**config.mk**
```make
export PLATFORM = sky130hd
export DESIGN_NAME = index_merge_fsm
export DESIGN_NICKNAME = d
export VERILOG_FILES = /design/src/rtl/index_merge_pkg.sv /design/src/rtl/index_match.sv /design/src/rtl/index_merge_fsm.sv
export SDC_FILE = /design/constraint.sdc
export NUM_CORES = 1
export LEC_CHECK = 0
export BUFFER_PORTS_ARGS = -buffer_cell sky130_fd_sc_hd__buf_2
export CAP_MARGIN = 20
export CELL_PAD_IN_SITES_DETAIL_PLACEMENT = 2
export CELL_PAD_IN_SITES_GLOBAL_PLACEMENT = 2
export CORE_MARGIN = 2
export CORE_UTILIZATION = 25
export CTS_BUF_LIST = sky130_fd_sc_hd__clkbuf_8 sky130_fd_sc_hd__clkbuf_16
export CTS_CLUSTER_SIZE = 10
export DETAILED_ROUTE_END_ITERATION = 10
export PLACE_DENSITY_LB_ADDON = 0.1
export SLEW_MARGIN = 20
export SYNTH_ARGS = -nofsm -noshare
export SYNTH_HDL_FRONTEND = slang
export SYNTH_SLANG_ARGS = --single-unit
```
**constraint.sdc**
```tcl
create_clock -name clk -period 3.96 [get_ports clk]
set_input_delay 0.792 -clock clk [delete_from_list [all_inputs] [get_ports clk]]
set_output_delay 0.792 -clock clk [all_outputs]
set_load 0.02 [all_outputs]
```
**src/rtl/index_merge_pkg.sv**
```systemverilog
// Shared types and constants for the index-ordered N-channel output merger.
package index_merge_pkg;

   typedef enum logic [1:0] {
      S_IDLE,
      S_MERGE,
      S_FLUSH,
      S_DONE
   } state_t;

   localparam logic [1:0] ERR_NONE = 2'd0;
   localparam logic [1:0] ERR_GAP  = 2'd1;
   localparam logic [1:0] ERR_DUP  = 2'd2;
   localparam logic [1:0] ERR_OVF  = 2'd3;

endpackage

```
**src/rtl/index_match.sv**
```systemverilog
// Combinational head matcher: which channel heads carry the expected output index,
// whether more than one does, and the byte of the matching head.
module index_match #(
   parameter int NUM_CH = 2,
   parameter int DATA_W = 8,
   parameter int IDX_W  = 10
) (
   input  logic [NUM_CH*DATA_W-1:0] ch_q,
   input  logic [NUM_CH*IDX_W-1:0]  ch_index_q,
   input  logic [NUM_CH-1:0]        ch_empty,
   input  logic [IDX_W:0]           out_index,
   output logic [NUM_CH-1:0]        hit,
   output logic                     multi_hit,
   output logic                     any_nonempty,
   output logic [DATA_W-1:0]        hit_data
);

   logic found;

   // NOTE: every signal written here gets a default first so no latch is inferred.
   always_comb begin
      hit       = '0;
      hit_data  = '0;
      multi_hit = 1'b0;
      found     = 1'b0;
      for (int c = 0; c < NUM_CH; c++) begin
         if (!ch_empty[c] && {1'b0, ch_index_q[c*IDX_W +: IDX_W]} == out_index) begin
            hit[c]   = 1'b1;
            hit_data = ch_q[c*DATA_W +: DATA_W];
            if (found) multi_hit = 1'b1;
            found    = 1'b1;
         end
      end
   end

   assign any_nonempty = ~&ch_empty;

endmodule

```
**src/rtl/index_merge_fsm.sv**
```systemverilog
// Merges NUM_CH index-tagged byte streams into the output FIFO in index order,
// flushing the partial frame on gap, duplicate or overflow.
module index_merge_fsm
   import index_merge_pkg::*;
#(
   parameter int NUM_CH = 2,
   parameter int DATA_W = 8,
   parameter int IDX_W  = 10
) (
   input  logic                     clk,
   input  logic                     reset_n,
   input  logic [NUM_CH*DATA_W-1:0] ch_q,
   input  logic [NUM_CH*IDX_W-1:0]  ch_index_q,
   input  logic [NUM_CH-1:0]        ch_empty,
   output logic [NUM_CH-1:0]        ch_pop,
   input  logic [NUM_CH-1:0]        ch_data_valid,
   output logic [NUM_CH-1:0]        ch_data_accepted,
   input  logic                     out_fifo_full,
   output logic                     out_fifo_push,
   output logic [DATA_W-1:0]        out_fifo_data,
   output logic                     out_fifo_clr,
   output logic                     frame_done,
   output logic [IDX_W:0]           frame_len,
   output logic [1:0]               err_code
);

   localparam logic [IDX_W:0] LAST_IDX = {1'b0, {IDX_W{1'b1}}};

   state_t              state;
   logic [IDX_W:0]      out_index;
   logic [NUM_CH-1:0]   hit;
   logic                multi_hit;
   logic                any_nonempty;
   logic [DATA_W-1:0]   hit_data;
   logic                single_hit;
   logic                others_nonempty;

   index_match #(
      .NUM_CH (NUM_CH),
      .DATA_W (DATA_W),
      .IDX_W  (IDX_W)
   ) u_match (
      .ch_q         (ch_q),
      .ch_index_q   (ch_index_q),
      .ch_empty     (ch_empty),
      .out_index    (out_index),
      .hit          (hit),
      .multi_hit    (multi_hit),
      .any_nonempty (any_nonempty),
      .hit_data     (hit_data)
   );

   assign single_hit      = (|hit) && !multi_hit;
   // Overflow is only visible through channels other than the one being popped.
   assign others_nonempty = |(~ch_empty & ~hit);

   always_comb begin
      ch_pop        = '0;
      out_fifo_push = 1'b0;
      out_fifo_data = '0;
      case (state)
         S_MERGE: begin
            if (single_hit && !out_fifo_full) begin
               out_fifo_push = 1'b1;
               out_fifo_data = hit_data;
               ch_pop        = hit;
            end
         end
         S_FLUSH: ch_pop = ~ch_empty;
         default: ;
      endcase
   end

   // NOTE: sequential state uses non-blocking assignments only, so every register
   // sees the pre-edge value of every other register.
   always_ff @(posedge clk or negedge reset_n) begin
      if (!reset_n) begin
         state            <= S_IDLE;
         out_index        <= '0;
         frame_len        <= '0;
         err_code         <= ERR_NONE;
         out_fifo_clr     <= 1'b0;
         frame_done       <= 1'b0;
         ch_data_accepted <= '0;
      end else begin
         out_fifo_clr     <= 1'b0;
         frame_done       <= 1'b0;
         ch_data_accepted <= '0;
         case (state)
            S_IDLE: begin
               if (&ch_data_valid) begin
                  out_index <= '0;
                  frame_len <= '0;
                  err_code  <= ERR_NONE;
                  state     <= S_MERGE;
               end
            end
            S_MERGE: begin
               if (!any_nonempty) begin
                  frame_len        <= out_index;
                  frame_done       <= 1'b1;
                  ch_data_accepted <= '1;
                  state            <= S_DONE;
               end else if (multi_hit) begin
                  err_code     <= ERR_DUP;
                  out_fifo_clr <= 1'b1;
                  state        <= S_FLUSH;
               end else if (!single_hit) begin
                  err_code     <= ERR_GAP;
                  out_fifo_clr <= 1'b1;
                  state        <= S_FLUSH;
               end else if (!out_fifo_full) begin
                  out_index <= out_index + 1'b1;
                  if (out_index == LAST_IDX && others_nonempty) begin
                     err_code     <= ERR_OVF;
                     out_fifo_clr <= 1'b1;
                     state        <= S_FLUSH;
                  end
               end
            end
            S_FLUSH: begin
               if (!any_nonempty) begin
                  frame_len        <= '0;
                  frame_done       <= 1'b1;
                  ch_data_accepted <= '1;
                  state            <= S_DONE;
               end
            end
            default: state <= S_IDLE;
         endcase
      end
   end

endmodule

```
* Yosys cells after proc, flatten, opt, wreduce, memory -nomap -nowiden
Index checks and enable logic that the tools add are counted.
W data, S select, Z words.
** Word-level totals
- Input bits :: 43
- Output and inout bits :: 28
- Logic and storage cells :: 94
- Register bits after elaboration :: 30
** Cells by class
- Multiplexer cells :: 46
- Equality and inequality tests :: 16
- Add/subtract/negate cells :: 1
- Reductions and logical operators :: 21
- Bitwise operators :: 3
** Operator list (count)
- $mux W11 :: 7
- $pmux W11 S3 :: 1
- $mux W2 :: 16
- $mux W8 :: 4
- $eq A10 B11 Y1 :: 2
- $pmux W11 S2 :: 1
- $mux W1 :: 14
- $ne A2 B2 Y1 const B :: 7
- $add A11 B1 Y11 const B :: 1
- $eq A11 B10 Y1 const B :: 1
- $ne A5 B5 Y1 const B :: 2
- $ne A4 B4 Y1 const B :: 2
- $pmux W2 S2 :: 2
- $reduce_and A4 Y1 :: 2
- $pmux W2 S3 :: 1
- $reduce_and A6 Y1 :: 1
- $reduce_or A2 Y1 :: 3
- $logic_and A1 B1 Y1 :: 5
- $reduce_and A5 Y1 :: 1
- $logic_not A1 Y1 :: 4
- $not A2 Y2 :: 2
- $reduce_and A2 Y1 :: 2
- $reduce_bool A3 Y1 :: 1
- $and A2 B2 Y2 :: 1
- 4 further kinds :: 4

* Logic depth before layout (Yosys ltp)
Gate-level depths: netlist (run 1).
- Depth after elaboration :: 13
- Depth in mapped cells :: 15
- Mapped depth without buffers :: 12

* Hierarchy
Synthesis (run 1) repeated with hierarchy kept, for this count alone.
** Unflattened totals
- Cell total of the unflattened synthesis :: 239
- Area total of the unflattened synthesis :: 2038.2 um^2
** Modules (own cells, without submodules)
- index_merge_fsm :: cells an instance 182, area an instance 1612.8 um^2, sequential area each 700.7 um^2, times used 1
- index_match :: cells an instance 57, area an instance 425.4 um^2, sequential area each 0.0 um^2, times used 1

* Worst setup path after synthesis (run 1)
OpenSTA, ideal clock, no wires.
- Path type :: input -> output
- Start point :: in ch_index_q[9]
- End point :: out ch_pop[1]
- Path buffers :: 2
- Arrival :: 3573 ps
- Path slack :: -405 ps
- Stages :: 12
- Required time :: 3168 ps
- Path through :: xor2_1 -> or4_1 -> nor3_1 -> nor2b_1 -> buf_2 -> inv_1 -> ha_1 -> buf_2 -> nand3b_1 -> inv_1 -> a21oi_1 -> nor3b_1
** Between the ends
- Word-level cells in the longest chain between the ends :: 10
- Elaborated cells on any way between the ends :: 11
- Classes of those cells :: eq/ne: 1; mux: 5; reduce/logical: 5
** Ends and longest elaborated chain
- start, declared :: RTL line index_merge_fsm.sv:13 : input logic [NUM_CH*IDX_W-1:0] ch_index_q,
- $eq A10 B11 Y1 (*) :: RTL line index_match.sv:27 : if (!ch_empty[c] && {1'b0, ch_index_q[c*IDX_W +: IDX_W]} == out_index) begin
- $logic_and A1 B1 Y1 (*) :: RTL line index_match.sv:27
- $mux W1 (*) :: RTL line index_match.sv:27
- $mux W1 :: RTL line index_match.sv:30 : if (found) multi_hit = 1'b1;
- $mux W1 :: RTL line index_match.sv:27
- $logic_not A1 Y1 :: RTL line index_merge_fsm.sv:53 : assign single_hit = (|hit) && !multi_hit;
- $logic_and A1 B1 Y1 (*) :: RTL line index_merge_fsm.sv:53
- $logic_and A1 B1 Y1 (*) :: RTL line index_merge_fsm.sv:63 : if (single_hit && !out_fifo_full) begin
- $mux W2 (*) :: RTL line index_merge_fsm.sv:63
- $pmux W2 S2 (*) :: RTL line index_merge_fsm.sv:61 : case (state)
- end, declared :: RTL line index_merge_fsm.sv:15 : output logic [NUM_CH-1:0] ch_pop,
Mark *: on every way between the ends. The rest lies on a longest branch, timed or not.

* Final worst setup path (run 1)
- Start point :: in ch_index_q[9]
- End point :: out ch_pop[0]
** Between the ends
- Word-level cells in the longest chain between the ends :: 10
- Elaborated cells on any way between the ends :: 11
- Classes of those cells :: eq/ne: 1; mux: 5; reduce/logical: 5
** Ends and longest elaborated chain (RTL line)
- $eq A10 B11 Y1 (*) :: index_match.sv:27
- $logic_and A1 B1 Y1 (*) :: index_match.sv:27
- $mux W1 (*) :: index_match.sv:27
- $mux W1 :: index_match.sv:30
- $mux W1 :: index_match.sv:27
- $logic_not A1 Y1 :: index_merge_fsm.sv:53
- $logic_and A1 B1 Y1 :: index_merge_fsm.sv:53
- $logic_and A1 B1 Y1 :: index_merge_fsm.sv:63
- $mux W2 (*) :: index_merge_fsm.sv:63
- $pmux W2 S2 (*) :: index_merge_fsm.sv:61
Marked as above.

==> impl_metrics.py, run 1 <==
metrics = {
    "power": {
        "swShare_pct": 39.2,
        "p_int_uw": 595,
        "p_leak_uw": 0.00125,
        "comb_power_share_pct": 42.5,
        "switching_power_uw": 384,
        "p_per_area_mw_per_mm2": 386,
        "power_frac_seq_pct": 33.0,
        "ir_worst_vdd_mv": 0.167,
        "p_clk_share_pct": 24.5,
    },
    "floorplanning": {
        "rows": 32,
        "start_util_pct": 25.4,
        "core_area_mm2": 0.00761,
        "io_pins": 71,
        "die-area_mm2": 0.00845,
        "die_height_um": 91.9,
        "fp.dieW_um": 91.9,
    },
    "synthesis": {
        "synth_flop_cell": "dfrtp_1",
        "ys_types": 41,
        "syn_inst": 230,
        "syn_area_mm2": 0.00193,
        "synthArstFlopShare_pct": 100,
        "ys_seq_area_share_pct": 36.2,
        "avgSynthCellArea_um2": 8.40,
        "synthTopCellsByCount": "nand2_1, dfrtp_1, nand3_1, xnor2_1, a21oi_1",
        "post-synth-top-count-cell": "nand2_1",
        "synth_enable_flop_cells": 0,
        "ys_ff_latch": 28,
        "synth.largest_area_cell": "dfrtp_1",
        "syn_nets": 280,
        "synth_warnings": 0,
        "yosysTopAreaCellShare_pct": 36.2,
        "synthTopCellsByArea": "dfrtp_1, xnor2_1, nand2_1, nand3_1, xor2_1",
    },
    "global_route": {
        "grt_pass1_wl_mm": 10.2,
        "grt_antenna_before_repair": 0,
        "grt_usage_pct": 15.3,
        "grt_most_used_layer": "met2",
        "grt_max_degree": 29,
        "gr-usage-met2_pct": 26.3,
        "grt_use_met3_pct": 1.89,
        "gr-total-overflow": 0,
        "grt_pass1_vias": 2006,
        "grt_use_met1_pct": 20.8,
    },
    "drt": {
        "drt_pass1_iterations": 4,
        "routed-via-count": 1895,
        "drt-total-wl_mm": 6.22,
        "drc": 0,
        "wire_per_inst_um": 15.5,
        "antenna_left": 0,
        "via_per_inst": 4.73,
        "drt_iter0_markers": 35,
    },
    "sta": {
        "whs_ns": 0.473,
        "skew_ns": 0.00556,
        "fin_crit_ns": 3.80,
        "finalCritPeriodShare_pct": 95.9,
        "setup_slack_ns": 0.160,
        "hold_violations": 0,
        "final_max_slew_viol_count": 0,
        "slew_headroom_pct": 43.3,
        "max_freq_mhz": 263,
        "setup_viol": 0,
        "worst_slew_pin_slew_ns": 0.851,
    },
    "clock_tree": {
        "numCtsBuffers": 3,
        "cts_tree": "yes",
        "clockBufferDepth": 2,
        "cts_max_level": 1,
        "clk_pin_slew_worst_paths_ns": 0.11,
        "clk_latency_ns": 0.29,
        "cts-root-buf": "clkbuf_8",
        "cts_num_sinks": 28,
    },
    "worst_setup_path": {
        "cp-start-kind": "primary input",
        "crit_family": "simple AND/OR/NAND/NOR gates",
        "crit_fanout": 4,
        "worstReg2RegStart": "out_index[9]",
        "path_cells": "buf_2 > xor2_1 > or4_1 > nor3_2 > nor2b_4 > inv_1 > ha_4 > nand3b_1 > inv_2 > a21oi_1 > nor3b_2 > buf_4",
        "cp.arrival_ns": 3.01,
        "worstSetupPathType": "primary input to output port",
        "crit_start": "ch_index_q[9]",
        "crit_path_max_incr_delay_ns": 0.53,
        "worstPathRequired_ns": 3.17,
        "crit_path_end_kind": "output port",
        "slowest_stage": "or4_1",
        "path_buf_inv": 4,
    },
    "placed_design": {
        "portBuffers": 70,
        "gp_congestion": 0.793,
        "dp.cells": 396,
        "dpl.hpwl_mm": 4.84,
        "pre_cts_slack_ns": 0.00371,
    },
    "run": {
        "maxCapViolCount": 0,
    },
    "layout": {
        "antenna_cells": 0,
        "fin_cells": 401,
        "nets": 350,
        "drive_gt1_share_pct": 33.4,
        "areaGrowthSynthToFinish_pct": 31.2,
    },
    "outcome": {
        "outcome": "finished clean",
    },
    "min_path": {
        "hold_path.startpoint": "frame_len[2]",
        "hp-class": "flop to flop",
    },
}
-- state kept, by name, summed over array words and instances (netlist names) --
signal            flops
out_fifo_clr          1
frame_len            11
ch_data_accepted      1
out_index            11
state                 2
err_code              2
-- layout make-up --
cell class | count | area, um^2
Tap cell | 102 | 128
Timing Repair Buffer | 83 | 457
Sequential cell | 28 | 701
Inverter | 8 | 30.0
Fill cell | 911 | 5070
Multi-Input combinational cell | 176 | 1150
Clock inverter | 1 | 30.0
Clock buffer | 3 | 41.3
-- path summary, 6_finish.rpt --
check | end | slack (ns) | cells past startpoint
worst max-delay path | ch_pop[0] | 0.16 | 12
worst max register to register | out_index[10] | 0.45 | 12
worst min register to register | frame_len[2] | 0.47 | 2
worst min-delay path | frame_len[2] | 0.47 | 2
min in group asynchronous | frame_len[1] | 0.54 | 1
max in group asynchronous | out_index[1] | 2.97 | 1
-- kinds of logic (layout without fill, tap and decap cells) --
logic type / Yosys count / count (layout) / synth area share, %
and+or+nand+nor: 116 / 116 / 31.7
muxes: 2 / 2 / 1.16
DFF: 28 / 28 / 36.2
buffers and inverters: 26 / 95 / 6.80
xor gates and xnor gates: 27 / 27 / 12.2
AOI/OAI and AO/OA: 24 / 24 / 7.31
adders and majority gates: 7 / 7 / 4.53
-- per-stage QoR --
step                  TNS, ns  util (%)  power [uW]  area (um^2)
CTS                         0      32.9         999         2500
finish                      0      33.3         980         2540
global route        -0.000804      33.3        1050         2540
detailed placement          0      31.9         751         2430
floorplan            -0.00251         -         614         1970
global placement            0      31.9         740         2430
-- placed cells by master (no fill, tap or decap), drive strengths merged --
cell type / n
and4b: 1
or4: 3
or3: 7
xor2: 11
dfrtp: 28
o21ai: 4
a32oi: 1
a31oi: 1
and3: 3
or3b: 1
o22a: 2
or4b: 1
nand3: 27
nor3b: 3
buf: 83
nand2b: 2
a21boi: 1
nand3b: 2
nand4: 7
and2: 1
ha: 7
nand2: 36
nor4b: 1
nor2: 12
nor4: 1
inv: 8
xnor2: 16
mux2: 2
a21oi: 13
clkbuf: 3
nor3: 5
a21o: 1
bufinv: 1
o31a: 1
nor2b: 3
-- tightest hold or removal path: stages (launching register included) --
cell and delay, ns:
dfrtp_1 0.35, nand2_1 0.05, nand2_1 0.05
-- metal layers --
metal / vias up / part of all wire, %
li1: 921 / -
met1: 940 / 46
met2: 30 / 51
met3: 4 / 2.8
met4: 0 / 0.74
met5: - / 0
-- power groups by stage --
stage	sequential, uW	combinational (uW)	clock, uW
floorplan	340	274	0
global placement	329	411	0
detailed placement	331	420	0
CTS	325	426	248
global route	328	459	262
finish	324	416	240
-- what timing repair did --
action,in CTS,in global routing
resized for setup,0,6
endpoints found under the setup margin,0,9
buffers inserted,0,1
hold buffers,0,0
No activity file was read; power rests on OpenSTA's default activity.
==> run 2: changes to the inputs <==
--- a/config.mk
+++ b/config.mk
@@ -10,7 +10,7 @@
 export CELL_PAD_IN_SITES_DETAIL_PLACEMENT = 2
 export CELL_PAD_IN_SITES_GLOBAL_PLACEMENT = 2
 export CORE_MARGIN = 2
-export CORE_UTILIZATION = 25
+export CORE_UTILIZATION = 26
 export CTS_BUF_LIST = sky130_fd_sc_hd__clkbuf_8 sky130_fd_sc_hd__clkbuf_16
 export CTS_CLUSTER_SIZE = 10
 export DETAILED_ROUTE_END_ITERATION = 10
@@ -18,4 +18,5 @@
 export SLEW_MARGIN = 20
 export SYNTH_ARGS = -nofsm -noshare
 export SYNTH_HDL_FRONTEND = slang
+export SYNTH_HIERARCHICAL = 1
 export SYNTH_SLANG_ARGS = --single-unit
==> run 2 against run 1 <==
Global-route usage is 1.5 points higher. Fmax is 7.3% higher. Synthesized cell count is 3.9% higher. Cell count is 2.5% higher. Total power is 28% higher. Die area is 1.3% higher. Combinational power is 46% higher. Largest power group unchanged.
==> impl_metrics.py, run 2 <==
metrics = {
    "sta": {
        "hold_violations": 0,
        "final_max_slew_viol_count": 0,
        "worst_slew_pin_slew_ns": 0.816,
        "grt_setup_unrepaired": "false",
        "fin_setup_tns_ns": 0,
        "whs_ns": 0.494,
        "skew_ns": 0.00768,
        "fin_crit_ns": 3.54,
        "slew_headroom_pct": 45.6,
        "finalCritPeriodShare_pct": 89.4,
        "max_freq_mhz": 282,
        "setup_viol": 0,
    },
    "worst_setup_path": {
        "cp-start-kind": "flop",
        "rrSetupSlack_ns": 1.26,
        "cp.arrival_ns": 2.75,
        "path_cells": "xnor2_1 > nand4_1 > or2_2 > nor2_1 > o21bai_1 > nor2_1 > a21oi_1 > nor2b_1 > buf_2",
        "crit_path_end_kind": "output port",
        "worstSetupPathType": "flop to output port",
        "crit_path_max_incr_delay_ns": 0.60,
        "setup.worst_path.end": "ch_pop[0]",
        "crit_start": "out_index[3]",
        "worstReg2RegStart": "out_index[3]",
        "cp.depth": 9,
        "crit_family": "simple AND/OR/NAND/NOR gates",
        "rr_endpoint": "out_index[7]",
        "slowest_stage": "dfrtp_1",
        "worstPathRequired_ns": 3.17,
        "r2r_cells": 8,
        "crit_fanout": 11,
        "crit_top_cell": "nor2_1",
        "path_buf_inv": 1,
    },
    "layout": {
        "drive_gt1_share_pct": 30.4,
        "fillCellCount": 918,
        "mostFrequentLayoutCells": "buf_2, nand2_1, dfrtp_1",
        "multiInputGateArea_mm2": 0.00124,
        "antenna_cells": 0,
        "top_regs": "frame_len x11, out_index x11",
        "seqCellArea_um2": 701,
        "fin_cells": 411,
        "final_area_mm2": 0.00259,
        "areaGrowthSynthToFinish_pct": 26.9,
        "nets": 358,
        "final_common_cell": "buf_2",
    },
    "drt": {
        "antenna_left": 0,
        "drt_pass1_iterations": 4,
        "drc": 0,
        "wire_per_inst_um": 16.5,
        "via_per_inst": 4.95,
        "routed-via-count": 2033,
        "drt-total-wl_mm": 6.77,
        "drt_iter0_markers": 47,
    },
    "min_path": {
        "hp-class": "flop to flop",
        "hold_path.startpoint": "frame_len[4]",
    },
    "synthesis": {
        "syn_nets": 287,
        "ys_seq_area_share_pct": 34.4,
        "ys_types": 44,
        "ys_ff_latch": 28,
        "synthTopCellsByArea": "dfrtp_1, xnor2_1, nand2_1, mux2_2, o21ai_0",
        "syn_area_mm2": 0.00204,
        "synth.largest_area_cell": "dfrtp_1",
        "syn_inst": 239,
        "synth_flop_cell": "dfrtp_1",
        "synthTopCellsByCount": "nand2_1, dfrtp_1, o21ai_0, xnor2_1",
        "post-synth-top-count-cell": "nand2_1",
        "avgSynthCellArea_um2": 8.53,
        "synthArstFlopShare_pct": 100,
        "synth_enable_flop_cells": 0,
        "synth_warnings": 6,
        "yosysTopAreaCellShare_pct": 34.4,
    },
    "clock_tree": {
        "cts_tree": "yes",
        "hold_buffers": 0,
        "numCtsBuffers": 3,
        "cts_max_level": 1,
        "ctsResizeCount": 0,
        "cts-root-buf": "clkbuf_8",
        "clk_latency_ns": 0.29,
        "clockBufferDepth": 2,
        "cts_num_sinks": 28,
        "cts_setup_buffers": 0,
        "clk_pin_slew_worst_paths_ns": 0.11,
    },
    "placed_design": {
        "dp.cells": 407,
        "gp_congestion": 0.707,
        "dpl.hpwl_mm": 5.21,
        "dpl-instance-area_mm2": 0.00252,
        "portBuffers": 70,
    },
    "outcome": {
        "outcome": "finished clean",
    },
    "floorplanning": {
        "fp.dieW_um": 92.5,
        "io_pins": 71,
        "die-area_mm2": 0.00856,
        "core_area_mm2": 0.00765,
        "start_util_pct": 26.7,
        "die_height_um": 92.5,
        "rows": 32,
    },
    "global_route": {
        "gr-total-overflow": 0,
        "grt_pass1_wl_mm": 11.5,
        "gr-usage-met2_pct": 27.4,
        "grt_antenna_before_repair": 0,
        "grt_pass1_vias": 2197,
        "grt_use_met1_pct": 23.8,
        "grt_most_used_layer": "met2",
        "grt_max_degree": 32,
        "grt_use_met3_pct": 2.36,
        "grt_usage_pct": 16.8,
    },
    "run": {
        "maxCapViolCount": 0,
    },
    "power": {
        "p_per_area_mw_per_mm2": 483,
        "p_leak_uw": 0.00119,
        "ir_worst_vdd_mv": 0.204,
    },
}
[run 2: per-stage QoR]
| step | power, uW | worst slack, ns | util (%) |
|---|---|---|---|
| final | 1250 | 0.418 | 33.8 |
| after global routing | 1370 | 0.127 | 33.8 |
| after CTS | 1280 | 0.315 | 33.8 |
| after detailed placement | 1030 | 0.367 | 32.9 |
| after global placement | 1020 | 0.477 | 32.9 |
| after floorplan | 839 | 0.353 | - |
[run 2: report_power, final]
group	leakage, uW	switching [uW]	internal (uW)	total, uW
clock network	0.0000357	102	136	238
registers	0.000382	66.6	339	406
logic	0.000776	390	217	607
total	0.00119	558	692	1250
[run 2: worst min path at each step]
stage,cells past startpoint,slack [ns],to
floorplan,0,0.50,ch_data_accepted[0]
global placement,2,0.46,frame_len[0]
detailed placement,2,0.48,frame_len[1]
CTS,2,0.51,frame_len[1]
global route,2,0.53,frame_len[2]
finish,2,0.49,frame_len[4]
[run 2: routing by layer]
metal | share of wire, % | vias to the layer above
met3 | 4.1 | 5
li1 | - | 991
met1 | 50 | 991
met2 | 45 | 46
met4 | 0.84 | 0
met5 | 0 | -
[run 2: final cells by class]
class	instances	share of cell area (%)
clock buffer	3	1.60
clock inverter	1	1.16
inverter	11	1.60
multi-input combinational	189	48.1
sequential	28	27.1
tap	102	4.93
timing repair buffer	77	15.6
[run 2: kinds of logic (layout without fill, tap and decap cells)]
logic type,Yosys count,in the layout,share of synthesized area (%)
flip-flops,28,28,34.4
adder cells (fa/ha/maj),5,5,3.07
AND/OR/NAND/NOR,109,109,29.6
XOR/XNOR,20,20,8.59
buffers and inverters,22,92,4.60
AO/OA/AOI/OAI,44,44,13.8
multiplexers,11,11,5.95
[run 2: worst reg2reg max path: stages, from the launching register on]
cell and delay [ns]:
dfrtp_1 0.60, xnor2_1 0.18, nand4_1 0.18, or2_2 0.33, nor2_1 0.13, o21bai_1 0.12
o22a_1 0.38, or4_1 0.53, a21oi_1 0.17
==> run 3: changes to the inputs <==
--- a/config.mk
+++ b/config.mk
@@ -5,12 +5,13 @@
 export SDC_FILE = /design/constraint.sdc
 export NUM_CORES = 1
 export LEC_CHECK = 0
+export ABC_AREA = 1
 export BUFFER_PORTS_ARGS = -buffer_cell sky130_fd_sc_hd__buf_2
 export CAP_MARGIN = 20
 export CELL_PAD_IN_SITES_DETAIL_PLACEMENT = 2
 export CELL_PAD_IN_SITES_GLOBAL_PLACEMENT = 2
 export CORE_MARGIN = 2
-export CORE_UTILIZATION = 26
+export CORE_UTILIZATION = 24
 export CTS_BUF_LIST = sky130_fd_sc_hd__clkbuf_8 sky130_fd_sc_hd__clkbuf_16
 export CTS_CLUSTER_SIZE = 10
 export DETAILED_ROUTE_END_ITERATION = 10
==> run 3 against run 2 <==
Clock-buffer cell count unchanged. Synthesized cell count increased by 46%. Combinational power shrank 9.4%. First-iteration DRC count shrank 13%. Sequential share of layout area is 1.5 points lower. Cell count up 28%. Global-route usage decreased by 2.1 points. Via count grew 15%. Fmax rose by 5.4%. Worst hold slack better by 0.0057 ns. Clock skew decreased by 0.0017 ns. Total power decreased by 15%. Critical path type is now primary input to output port. Critical endpoint is now out_fifo_data[2].
==> impl_metrics.py, run 3 <==
metrics = {
    "synthesis": {
        "ys_ff_latch": 28,
        "post-synth-top-count-cell": "nand2_1",
        "ys_seq_area_share_pct": 31.2,
        "synth.largest_area_cell": "dfrtp_1",
        "synth_flop_cell": "dfrtp_1",
        "ys_types": 33,
        "yosysTopAreaCellShare_pct": 31.2,
        "synthArstFlopShare_pct": 100,
        "synthTopCellsByArea": "dfrtp_1, nand2_1, inv_1, nand3_1, nor2_1",
        "avgSynthCellArea_um2": 6.42,
        "syn_nets": 398,
        "syn_inst": 350,
        "syn_area_mm2": 0.00225,
        "synth_warnings": 6,
        "synthTopCellsByCount": "nand2_1, inv_1, dfrtp_1, nor2_1, nand3_1",
        "synth_enable_flop_cells": 0,
    },
    "worst_setup_path": {
        "slowest_stage": "or2_2",
        "crit_path_max_incr_delay_ns": 0.31,
        "worstPathRequired_ns": 3.17,
        "crit_fanout": 12,
        "crit_path_end_kind": "output port",
        "cp.arrival_ns": 2.57,
        "crit_top_cell": "buf_2",
        "cp-start-kind": "primary input",
        "worstSetupPathType": "primary input to output port",
        "path_cells": "buf_2 > xnor2_1 > nand2_1 > nor2_2 > nand3_4 > clkinv_4 > o21ai_1 > or2_2 > nor2_4 > inv_1 > nor2_1 > buf_2",
    },
    "sta": {
        "slew_headroom_pct": 52.6,
        "finalCritPeriodShare_pct": 84.9,
        "final_max_slew_viol_count": 0,
        "grt_setup_unrepaired": "false",
        "worst_slew_pin_slew_ns": 0.709,
        "hold_violations": 0,
        "whs_ns": 0.500,
        "fin_crit_ns": 3.36,
        "setup_viol": 0,
        "skew_ns": 0.00601,
        "fin_setup_tns_ns": 0,
        "max_freq_mhz": 298,
    },
    "global_route": {
        "grt_usage_pct": 14.7,
        "gr-total-overflow": 0,
        "grt_max_degree": 29,
        "grt_pass1_vias": 2481,
        "grt_pass1_wl_mm": 12.0,
        "grt_antenna_before_repair": 0,
    },
    "placed_design": {
        "gp_congestion": 0.754,
        "dpl.hpwl_mm": 5.75,
        "dp.cells": 524,
        "portBuffers": 70,
        "dpl-instance-area_mm2": 0.00269,
    },
    "layout": {
        "fin_cells": 527,
        "nets": 466,
        "postLayoutCoreUtil_pct": 29.9,
        "drive_gt1_share_pct": 25.2,
        "top_regs": "frame_len x11, out_index x11",
        "antenna_cells": 0,
        "final_common_cell": "nand2_1",
        "mostFrequentLayoutCells": "nand2_1, buf_2, inv_1",
        "areaGrowthSynthToFinish_pct": 21.6,
        "final_area_mm2": 0.00274,
    },
    "floorplanning": {
        "io_pins": 71,
        "die-area_mm2": 0.0102,
        "start_util_pct": 24.6,
        "die_height_um": 101,
        "core_area_mm2": 0.00915,
        "rows": 35,
        "fp.dieW_um": 101,
    },
    "drt": {
        "antenna_left": 0,
        "drt-total-wl_mm": 7.02,
        "via_per_inst": 4.44,
        "drc": 0,
        "wire_per_inst_um": 13.3,
        "drt_iter0_markers": 41,
        "routed-via-count": 2338,
        "drt_pass1_iterations": 4,
    },
    "power": {
        "ir_worst_vdd_mv": 0.171,
        "p_int_uw": 548,
        "comb_power_share_pct": 51.6,
        "p_clk_share_pct": 14.9,
        "switching_power_uw": 518,
        "p_leak_uw": 0.00146,
        "swShare_pct": 48.6,
        "power_frac_seq_pct": 33.5,
        "p_per_area_mw_per_mm2": 390,
    },
    "min_path": {
        "hp-class": "flop to flop",
    },
    "clock_tree": {
        "cts-root-buf": "clkbuf_8",
        "cts_setup_buffers": 0,
        "cts_max_level": 1,
        "numCtsBuffers": 3,
        "cts_num_sinks": 28,
        "clockBufferDepth": 2,
        "hold_buffers": 0,
        "ctsResizeCount": 0,
        "clk_latency_ns": 0.28,
        "cts_tree": "yes",
        "clk_pin_slew_worst_paths_ns": 0.09,
    },
    "run": {
        "maxCapViolCount": 0,
    },
    "outcome": {
        "outcome": "finished clean",
    },
}
-- run 3: worst max-delay path, delay by kind of cell --
| family | cells | cell delay, ns |
|---|---|---|
| buf+inv | 4 | 0.55 |
| xor+xnor | 1 | 0.16 |
| simple gates | 6 | 0.96 |
| compound gates | 1 | 0.11 |
-- run 3: power by group through the flow --
stage,combinational (uW),clock [uW],sequential (uW)
floorplan,414,0,373
global placement,555,0,362
detailed placement,567,0,365
CTS,569,169,359
global route,632,179,365
finish,550,159,357
-- run 3: worst paths after layout --
kind | startpoint | end | slack (ns) | cells past startpoint
min | frame_len[1] | frame_len[1] | 0.50 | 2
max in group asynchronous | reset_n | out_index[1] | 2.98 | 1
min reg2reg | frame_len[1] | frame_len[1] | 0.50 | 2
min in group asynchronous | reset_n | ch_data_accepted[0] | 0.53 | 1
max | ch_index_q[14] | out_fifo_data[2] | 0.60 | 12
max reg2reg | out_index[2] | out_index[7] | 1.73 | 14
-- run 3: cells by family after synthesis --
logic type,Yosys count,synth area share (%)
XOR/XNOR,8,3.12
buffers and inverters,67,12.5
adder cells (fa/ha/maj),5,2.78
flip-flops,28,31.2
AND/OR/NAND/NOR,212,43.1
AO/OA/AOI/OAI,30,7.40
-- run 3: metal layers --
layer / global-route usage [%] / wire length, um / vias to the layer above
li1: - / - / 1193
met2: 25.3 / 3330 / 39
met5: 0 / 0 / -
met1: 20.0 / 3390 / 1102
met4: 2.85 / 48 / 0
met3: 1.46 / 246 / 4
-- run 3: per-stage QoR --
step,setup slack (ns),power [uW]
after global routing,0.314,1180
after global placement,0.621,917
final,0.599,1070
after floorplan,0.761,787
after CTS,0.536,1100
after detailed placement,0.551,933
-- run 3: layout make-up --
class / instances / area, um^2
well taps: 111 / 139
fillers: 1147 / 6420
inverters: 59 / 229
repair buffers: 71 / 358
multi-input cells: 255 / 1270
clock buffers: 3 / 41.3
flip-flops and latches: 28 / 701
